**config.mk**
```make
export PLATFORM = sky130hd
export DESIGN_NAME = fetch_ctrl
export DESIGN_NICKNAME = d
export VERILOG_FILES = /design/src/rtl/cpu_defs.sv /design/src/rtl/fetch_timer.sv /design/src/rtl/fetch_ctrl.sv
export SDC_FILE = /design/constraint.sdc
export NUM_CORES = 1
export LEC_CHECK = 0
export BUFFER_PORTS_ARGS = -buffer_cell sky130_fd_sc_hd__buf_2
export CAP_MARGIN = 20
export CORE_MARGIN = 8
export CORE_UTILIZATION = 48
export DETAILED_ROUTE_END_ITERATION = 8
export PLACE_DENSITY = 0.8
export SYNTH_ARGS = -nofsm -noshare
export SYNTH_HDL_FRONTEND = slang
export SYNTH_SLANG_ARGS = --single-unit
```
**constraint.sdc**
```tcl
create_clock -name clk -period 2.6 [get_ports clk]
set_input_delay 0.52 -clock clk [delete_from_list [all_inputs] [get_ports clk]]
set_output_delay 0.52 -clock clk [all_outputs]
set_load 0.02 [all_outputs]
```
**src/rtl/cpu_defs.sv**
```systemverilog
// Shared CPU definitions: fetch FSM state encodings and default datapath widths.
package cpu_defs;

  localparam int DATA_W_DEF   = 32;
  localparam int ADDR_W_DEF   = 32;
  localparam int WAIT_MAX_DEF = 15;

  typedef enum logic [2:0] {
    FETCH_IDLE  = 3'd0,
    FETCH_ISSUE = 3'd1,
    FETCH_WAIT  = 3'd2,
    FETCH_HOLD  = 3'd3,
    FETCH_REDIR = 3'd4
  } fetch_state_t;

endpackage

```
**src/rtl/fetch_timer.sv**
```systemverilog
// Memory wait counter: cleared on start, advanced on tick, flags the last allowed wait cycle.
module fetch_timer
  import cpu_defs::*;
#(
  parameter int WAIT_MAX = WAIT_MAX_DEF
) (
  input  logic clk,
  input  logic clr,
  input  logic start,
  input  logic tick,
  output logic expired
);

  localparam int CNT_W = $clog2(WAIT_MAX + 1);
  localparam logic [CNT_W-1:0] LAST = CNT_W'(WAIT_MAX - 1);

  logic [CNT_W-1:0] wcnt;

  always_ff @(posedge clk) begin
    if (clr) begin
      wcnt <= '0;
    end else if (start) begin
      wcnt <= '0;
    end else if (tick) begin
      wcnt <= wcnt + CNT_W'(1);
    end
  end

  assign expired = (wcnt == LAST);

endmodule

```
**src/rtl/fetch_ctrl.sv**
```systemverilog
// Instruction-fetch controller: issues word reads at the PC, holds the result for decode,
// and pulses the PC register for sequential advance or branch redirect.
module fetch_ctrl
  import cpu_defs::*;
#(
  parameter int DATA_W   = DATA_W_DEF,
  parameter int ADDR_W   = ADDR_W_DEF,
  parameter int WAIT_MAX = WAIT_MAX_DEF
) (
  input  logic              clk,
  input  logic              clr,
  input  logic              run,
  input  logic [ADDR_W-1:0] pc_q,
  output logic              pc_en,
  output logic              pc_inc,
  output logic [ADDR_W-1:0] pc_next,
  output logic [ADDR_W-1:0] mem_addr,
  output logic              mem_rd,
  input  logic              mem_ack,
  input  logic [DATA_W-1:0] mem_rdata,
  output logic [DATA_W-1:0] ir_out,
  output logic              ir_valid,
  input  logic              ir_ready,
  input  logic              br_take,
  input  logic [ADDR_W-1:0] br_target,
  output logic              fetch_err
);

  fetch_state_t      state_q, state_d;
  logic              flush, flush_d;
  logic              pc_en_d, pc_inc_d, mem_rd_d, ir_valid_d, err_d;
  logic [ADDR_W-1:0] pc_next_d, mem_addr_d;
  logic [DATA_W-1:0] ir_out_d;
  logic              tmr_start, tmr_tick, tmr_expired;

  fetch_timer #(.WAIT_MAX(WAIT_MAX)) u_timer (
    .clk     (clk),
    .clr     (clr),
    .start   (tmr_start),
    .tick    (tmr_tick),
    .expired (tmr_expired)
  );

  // Next-state and next-output logic; every output is registered below.
  always_comb begin
    state_d    = state_q;
    flush_d    = flush;
    pc_en_d    = 1'b0;
    pc_inc_d   = 1'b0;
    pc_next_d  = pc_next;
    mem_addr_d = mem_addr;
    mem_rd_d   = mem_rd;
    ir_out_d   = ir_out;
    ir_valid_d = ir_valid;
    err_d      = fetch_err;
    tmr_start  = 1'b0;
    tmr_tick   = 1'b0;

    case (state_q)
      FETCH_IDLE: begin
        if (run && !fetch_err) begin
          state_d = FETCH_ISSUE;
        end
      end

      FETCH_ISSUE: begin
        mem_addr_d = pc_q;
        mem_rd_d   = 1'b1;
        tmr_start  = 1'b1;
        state_d    = FETCH_WAIT;
        if (br_take) begin
          pc_next_d = br_target;
          flush_d   = 1'b1;
        end
      end

      FETCH_WAIT: begin
        tmr_tick = 1'b1;
        if (!mem_ack && tmr_expired) begin
          mem_rd_d = 1'b0;
          err_d    = 1'b1;
          flush_d  = 1'b0;
          state_d  = FETCH_IDLE;
        end else if (mem_ack && (flush || br_take)) begin
          // A branch arriving with the ack wins: the returned word is stale.
          mem_rd_d = 1'b0;
          pc_en_d  = 1'b1;
          pc_inc_d = 1'b0;
          flush_d  = 1'b0;
          if (br_take) begin
            pc_next_d = br_target;
          end
          state_d = FETCH_REDIR;
        end else if (mem_ack) begin
          ir_out_d   = mem_rdata;
          ir_valid_d = 1'b1;
          mem_rd_d   = 1'b0;
          pc_en_d    = 1'b1;
          pc_inc_d   = 1'b1;
          state_d    = FETCH_HOLD;
        end else if (br_take) begin
          pc_next_d = br_target;
          flush_d   = 1'b1;
        end
      end

      FETCH_HOLD: begin
        if (br_take) begin
          ir_valid_d = 1'b0;
          pc_next_d  = br_target;
          pc_en_d    = 1'b1;
          pc_inc_d   = 1'b0;
          state_d    = FETCH_REDIR;
        end else if (ir_valid && ir_ready) begin
          ir_valid_d = 1'b0;
          state_d    = run ? FETCH_ISSUE : FETCH_IDLE;
        end
      end

      FETCH_REDIR: begin
        state_d = run ? FETCH_ISSUE : FETCH_IDLE;
      end

      default: begin
        state_d = FETCH_IDLE;
      end
    endcase
  end

  always_ff @(posedge clk) begin
    if (clr) begin
      state_q   <= FETCH_IDLE;
      flush     <= 1'b0;
      pc_en     <= 1'b0;
      pc_inc    <= 1'b0;
      pc_next   <= '0;
      mem_addr  <= '0;
      mem_rd    <= 1'b0;
      ir_out    <= '0;
      ir_valid  <= 1'b0;
      fetch_err <= 1'b0;
    end else begin
      state_q   <= state_d;
      flush     <= flush_d;
      pc_en     <= pc_en_d;
      pc_inc    <= pc_inc_d;
      pc_next   <= pc_next_d;
      mem_addr  <= mem_addr_d;
      mem_rd    <= mem_rd_d;
      ir_out    <= ir_out_d;
      ir_valid  <= ir_valid_d;
      fetch_err <= err_d;
    end
  end

endmodule

```
=== Word-level counts from Yosys, hierarchy flattened ===
Cells that the tools add are included.
W data, S select, Z words.

* Eq/ne operators: 13
* Add/sub/neg operators: 1
* Mux-type cells: 35
* Reduce and logical (&&, ||, !) cells: 21
* Bitwise logic cells: 3

{| class="wikitable"
|+ Operators by type and width
! kind !! number
|-
| $mux W32 || 4
|-
| $pmux W32 S2 || 1
|-
| $mux W1 || 19
|-
| $mux W3 || 6
|-
| $pmux W3 S5 || 1
|-
| $ne A2 B2 Y1 const B || 4
|-
| $ne A4 B4 Y1 const B || 2
|-
| $pmux W1 S2 || 4
|-
| $eq A3 B2 Y1 const B || 2
|-
| $ne A3 B3 Y1 const B || 2
|-
| $reduce_and A2 Y1 || 3
|-
| $reduce_and A3 Y1 || 2
|-
| $reduce_bool A2 Y1 || 3
|-
| $reduce_and A5 Y1 || 1
|-
| $add A4 B1 Y4 const B || 1
|-
| $eq A4 B4 Y1 const B || 1
|-
| $logic_and A1 B1 Y1 || 4
|-
| $reduce_and A4 Y1 || 1
|-
| $reduce_or A2 Y1 || 2
|-
| $reduce_or A4 Y1 || 1
|-
| $eq A3 B1 Y1 const B || 1
|-
| $eq A3 B3 Y1 const B || 1
|-
| $logic_not A3 Y1 || 1
|-
| $not A1 Y1 || 3
|-
| 2 further kinds || 3
|}

* Register bits: 109

=== Logic depth before layout (Yosys ltp) ===
* Depth in word-level cells: 5
* Depth in mapped cells: 7
* Mapped depth without buffers: 6

=== Hierarchy ===
From an unflattened synthesis, not the netlist that was laid out.

* Cells, all modules: 504
* Area total of the unflattened synthesis: 4093.9 sq um

{| class="wikitable"
|+ Modules (own cells, without submodules)
! module !! seq. area each (sq um) !! cells an instance !! times used !! area an instance (sq um)
|-
| fetch_ctrl || 2102.0 || 484 || 1 || 3896.2
|-
| fetch_timer || 80.1 || 20 || 1 || 197.7
|}

=== Least setup slack after synthesis ===
No wires, ideal clock.

* Path kind: input to register
* Start: input port clr
* End: register mem_addr[0]
* Path buffers: 3
* Path slack: 1061 ps
* Stages on the path: 4
* Arrival: 1407 ps
* Setup time: 132 ps
* Data required time: 2468 ps
* Path through: clkbuf_1 -> clkbuf_1 -> clkbuf_1 -> a21oi_1

{| class="wikitable"
|+ RTL lines
! element !! line !! RTL
|-
| start, declared || fetch_ctrl.sv:11 || <nowiki>input logic clr,</nowiki>
|-
| end signal, assigned || fetch_ctrl.sv:148 || <nowiki>mem_addr <= mem_addr_d;</nowiki>
|-
| end, declared || fetch_ctrl.sv:17 || <nowiki>output logic [ADDR_W-1:0] mem_addr,</nowiki>
|}

No word-level cell between the ends.

=== Final worst setup path ===
* Start: register state_q[1]
* End: register ir_valid

* Longest elaborated chain between the ends: 3
* Elaborated cells on any way between the ends: 9
* Classes of those cells: eq/ne: 6; mux: 1; reduce/logical: 2

{| class="wikitable"
|+ RTL lines
! element !! line !! RTL
|-
| start, declared || fetch_ctrl.sv:29 || <nowiki>fetch_state_t state_q, state_d;</nowiki>
|-
| start signal, assigned || fetch_ctrl.sv:143 || <nowiki>state_q <= state_d;</nowiki>
|-
| $eq A3 B2 Y1 || fetch_ctrl.sv:59 || <nowiki>case (state_q)</nowiki>
|-
| $ne A3 B3 Y1 (no line), or another cell as far along || -- ||
|-
| $reduce_and A5 Y1 (no line) || -- ||
|-
| end signal, assigned || fetch_ctrl.sv:151 || <nowiki>ir_valid <= ir_valid_d;</nowiki>
|-
| end, declared || fetch_ctrl.sv:22 || <nowiki>output logic ir_valid,</nowiki>
|}

Several ways; a longest one is shown, not always the timed one.
A chain may end at the register's enable or synchronous reset.

==> results.md <==
- The run finished with clean final reports.
- The launch point of the worst hold path is mem_rdata[16].
- The setup TNS is 0 ns.
- The wire length of the first global-routing pass is around 18000 um.
- The via count of the first global-routing pass is 3809.
- In the final layout, the share of cells above drive strength 1 is 33.7%.
- The critical setup path kind is register to register.
- Along the worst path, the maximum fanout reaches 34.
- The final max-slew violation count was 0.
- In this run the tool buffered the top-level ports with 202 buffer cells.
- By area, the combinational part of the netlist is dominated by simple AND/OR/NAND/NOR gates.
- After Yosys synthesis, XOR and XNOR cells account for 0.668% of the synthesized area.
- The combinational group share of total power is 23.0%.
- The worst setup path startpoint is state_q[1].
- In this run the worst hold path is classified as input port to register.
- The kind of launch point of the worst setup path is a register.
- During synthesis, Yosys emitted a total of 0 warnings.
- After clock tree synthesis, the flow added hold-fix buffers numbering 0.
- The longest individual stage delay on the worst path is between 0.5 and 0.6 ns.
- The CTS tree is built.
- The upper clock frequency limit is between 500 and 600 MHz.
- The initialized floorplan defines 33 standard-cell rows.
- On the final layout, the worst hold slack is 0.393 ns.
- The number of nets handed over by synthesis was 593.
- The met2 capacity usage during global routing is 33.6%.
- Global routing used between 10% and 20% of the available tracks across all layers.
- Dividing the detail-routed via count by the number of cells gives 4.95.
- The peak supply drop is 380 uV.
- The maximum number of buffers from clock root to sink is 2.
- Summing the areas of all and, or, nand and nor instances in the mapped netlist gives between 20% and 30% of the synthesized area.
- The share of flip-flops with an asynchronous set or reset after synthesis is 0%.
- The data arrival time of the worst path is 2.17 ns.
- The routed length per instance is 14.2 um.
- The number of inserted diodes is 0.
- The most common flop cell mapped by yosys is sky130_fd_sc_hd__dfxtp_1.
- The number of antenna violations at the first check in global routing is 0.
- The switching share of total power is between 30% and 40%.
- Compared with the post-synthesis result, the final layout area differs by 31.9%.
- The area share of the largest cell type after synthesis is 55.5%.
- The ratio of final minimum period to clock period is 73.6%.
- The count of flip-flops with a built-in enable after synthesis is 0.
- Headroom to the max-slew limit came out at between 50% and 60%.
- The met3 usage in global routing is 7.50%.
- Detailed routing inserted a total of around 3900 vias.
- Summed over all nets, the switching power comes to 0.00119 W.
- The design draws 0.00377 W.
- The final hold violation count is 0.
- The worst hold path depth is 3.
- The power density relative to cell area is 726 nW/um2.
- The net total in the final layout is 778.
- The time the final worst path needs with I/O delays and setup is 1.91 ns.
- The maximum number of pins on one net before global-route repair is 60.
- The floorplan die height is 107 um.
- In the routed design, unresolved DRC markers number 0.
- The synthesized cell area is between 3000 and 4000 um2.
- The number of storage elements in the synthesis netlist is 109.
- In the post-synthesis netlist, the biggest area contributors are sky130_fd_sc_hd__dfxtp_1 (55%), sky130_fd_sc_hd__nand2_1 (19%), sky130_fd_sc_hd__a21oi_1 (12%), sky130_fd_sc_hd__clkbuf_1 (1.9%), sky130_fd_sc_hd__buf_2 (1.1%).
- around 200 I/O pins were placed.
- The floorplan step defined a die boundary enclosing 11400 um2.
- The slew at the pin with the worst max-slew slack is between 0.6 and 0.7 ns.
- The mean post-synth cell area is between 8 and 9 um2.
- Summed over all instances, the cell type with the most area after synthesis is sky130_fd_sc_hd__dfxtp_1.
- The startpoint of the worst-slack reg-to-reg timing path is state_q[1].
- The count of buffers added by post-CTS timing repair for setup is 0.
- The tree is rooted in a sky130_fd_sc_hd__clkbuf_8.
- Ranked by instance count, the synthesized netlist is headed by sky130_fd_sc_hd__nand2_1 (196), sky130_fd_sc_hd__dfxtp_1 (109), sky130_fd_sc_hd__a21oi_1 (98).
- The first-pass iteration count of the detailed router is 4.
- The initial standard-cell utilization of the core is 48.6%.
- The region available for standard cell placement spans 8090 um2.
- The post-route antenna net violation count is 0.
- The register share of total power is 50.7%.
- Once the clock tree was built, the resizer swapped 0 gates to a different size.
- Counting every instance in the synthesized netlist gives 489.
- Global routing consumed, on the met1 layer, around 20% of the routing resources.
- The H-tree depth reported by CTS is 3.
- On the critical path, the stage with the largest delay is an instance of sky130_fd_sc_hd__dfxtp_1.
- The later pin in the worst-skew pair is clocked with a latency of 0.35 ns.
- Measured along the x axis, the die boundary spans 107 um.
- The total setup violations reported at the end of the flow is 0.
- The fraction of the yosys area taken by sequential cells is 55.5%.
- The max capacitance violation total is 0.
- Once layout is complete, the utilization of the core stands at 64.1%.
- The layer with the highest usage after global routing is met2.
- Clock tree synthesis inserted a total of 9 buffers.
- The most instantiated library cell after synthesis is sky130_fd_sc_hd__nand2_1.
- After clock tree synthesis, the clock-pin slew on the worst setup and hold paths is 0.10 ns.
- The final wirelength is 11100 um.
- The clock tree skew after final layout is approximately 0.012 ns.
- The total area of sequential cells is between 2000 and 2500 um2.
- Traced cell by cell, the critical path runs through nor3b_4 > and2_1 > buf_4 > nor2_1 > a311oi_2.
- The multi-input combinational cell area is 1570 um2.
- In the synthesized netlist, mux cells make up 0.254% of the area.
- The TritonCTS sink count is between 100 and 150.
- The first routing iteration left approximately 140 violations.
- Setup repair after global routing left no endpoint under its margin.
- Measured in cells, the most critical reg-to-reg path has a length of 5.
- Summing the areas of all fa, ha and maj instances in the mapped netlist gives 0.636% of the synthesized area.
- The reported leakage power is 2.36 nW.
- At the end of routability-driven placement, the weighted congestion stood at about 0.75.
- The data required time of the worst path is about 2.9 ns.
- The type of destination of the critical path is a register.
- The unique cell type count in the Yosys netlist is 35.
- The share of total power in the clock network is 26.3%.
- The internal power contribution is between 0.002 and 0.003 W.
- Summing the areas of all compound-gate instances in the mapped netlist gives 15.1% of the synthesized area.
- The wire-length estimate of the detail-placed layout is 8300 um.
- After global routing the overflow that remains totals 0.
- The count of filler cells inserted in the layout is between 700 and 800.
## path summary, 6_finish.rpt
path,end,slack [ns]
setup reg to reg,ir_valid,0.69
hold reg to reg,pc_next[21],0.45
hold / removal,ir_out[16],0.39
setup / recovery,ir_valid,0.69
## cells by family after synthesis
kind of cell	Yosys count
mux	1
buf+inv	40
flops	109
compound gates	111
fa+ha+maj	2
simple gates	223
xor+xnor	3
## critical path, delay by kind of cell, from the launching register on
family | cells | cell delay, ns
and+or+nand+nor | 3 | 0.75
DFF | 1 | 0.51
buffers and inverters | 1 | 0.33
AOI/OAI and AO/OA | 1 | 0.25
## state kept, by name, summed over array words and instances, names as in the netlist
signal        flops
mem_addr         32
ir_out           32
state_q           3
pc_en             1
pc_inc            1
mem_rd            1
flush             1
pc_next          32
ir_valid          1
fetch_err         1
u_timer.wcnt      4
## per-layer routing
metal  vias up  share of wire [%]
li1       1958                  -
met1      1762                 39
met2       144                 50
met3        13                 10
met4         0                1.2
met5         -                  0
## power groups by stage
stage                     Sequential [W]  Clock, W  Combinational [W]
after floorplan                  0.00209         0           0.000398
after global placement           0.00194         0           0.000828
after detailed placement         0.00195         0           0.000852
after CTS                        0.00191   0.00102           0.000852
after global routing             0.00193   0.00109           0.000958
final                            0.00191  0.000993           0.000867
## layout by cell type (no fill, tap or decap), types with 2 or more instances in the layout
cell type                  netlist  final
sky130_fd_sc_hd__and2_1          2      2
sky130_fd_sc_hd__xor2_1          2      2
sky130_fd_sc_hd__a21oi_1        98     98
sky130_fd_sc_hd__clkbuf_1       20      2
sky130_fd_sc_hd__clkbuf_8        0      9
sky130_fd_sc_hd__nor2b_1         2      2
sky130_fd_sc_hd__ha_1            2      2
sky130_fd_sc_hd__nand2_1       196    196
sky130_fd_sc_hd__buf_4           0      6
sky130_fd_sc_hd__a31oi_1         2      2
sky130_fd_sc_hd__dfxtp_1       109    109
sky130_fd_sc_hd__nor2_1          6      6
sky130_fd_sc_hd__a211oi_1        2      2
sky130_fd_sc_hd__inv_1           5      5
sky130_fd_sc_hd__nor3_1          7      6
sky130_fd_sc_hd__buf_2           9    201
sky130_fd_sc_hd__o21ai_0         3      3
## stage by stage
step	setup slack, ns	area [um2]	instances
2_1_floorplan	1.06	3940	489
3_3_place_gp	0.714	4970	767
3_5_place_dp	0.621	4970	767
4_1_cts	0.606	5160	783
5_1_grt	0.559	5190	784
6_report	0.686	5190	784
## layout make-up
class                           count  share of cell area, %
Clock buffer                       11                   2.53
Clock inverter                      5                   1.16
Inverter                            5                  0.362
Multi-Input combinational cell    340                   30.2
Sequential cell                   109                   42.1
Tap cell                          105                   2.53
Timing Repair Buffer              209                   21.2
Power figures use the tool's default switching activity.
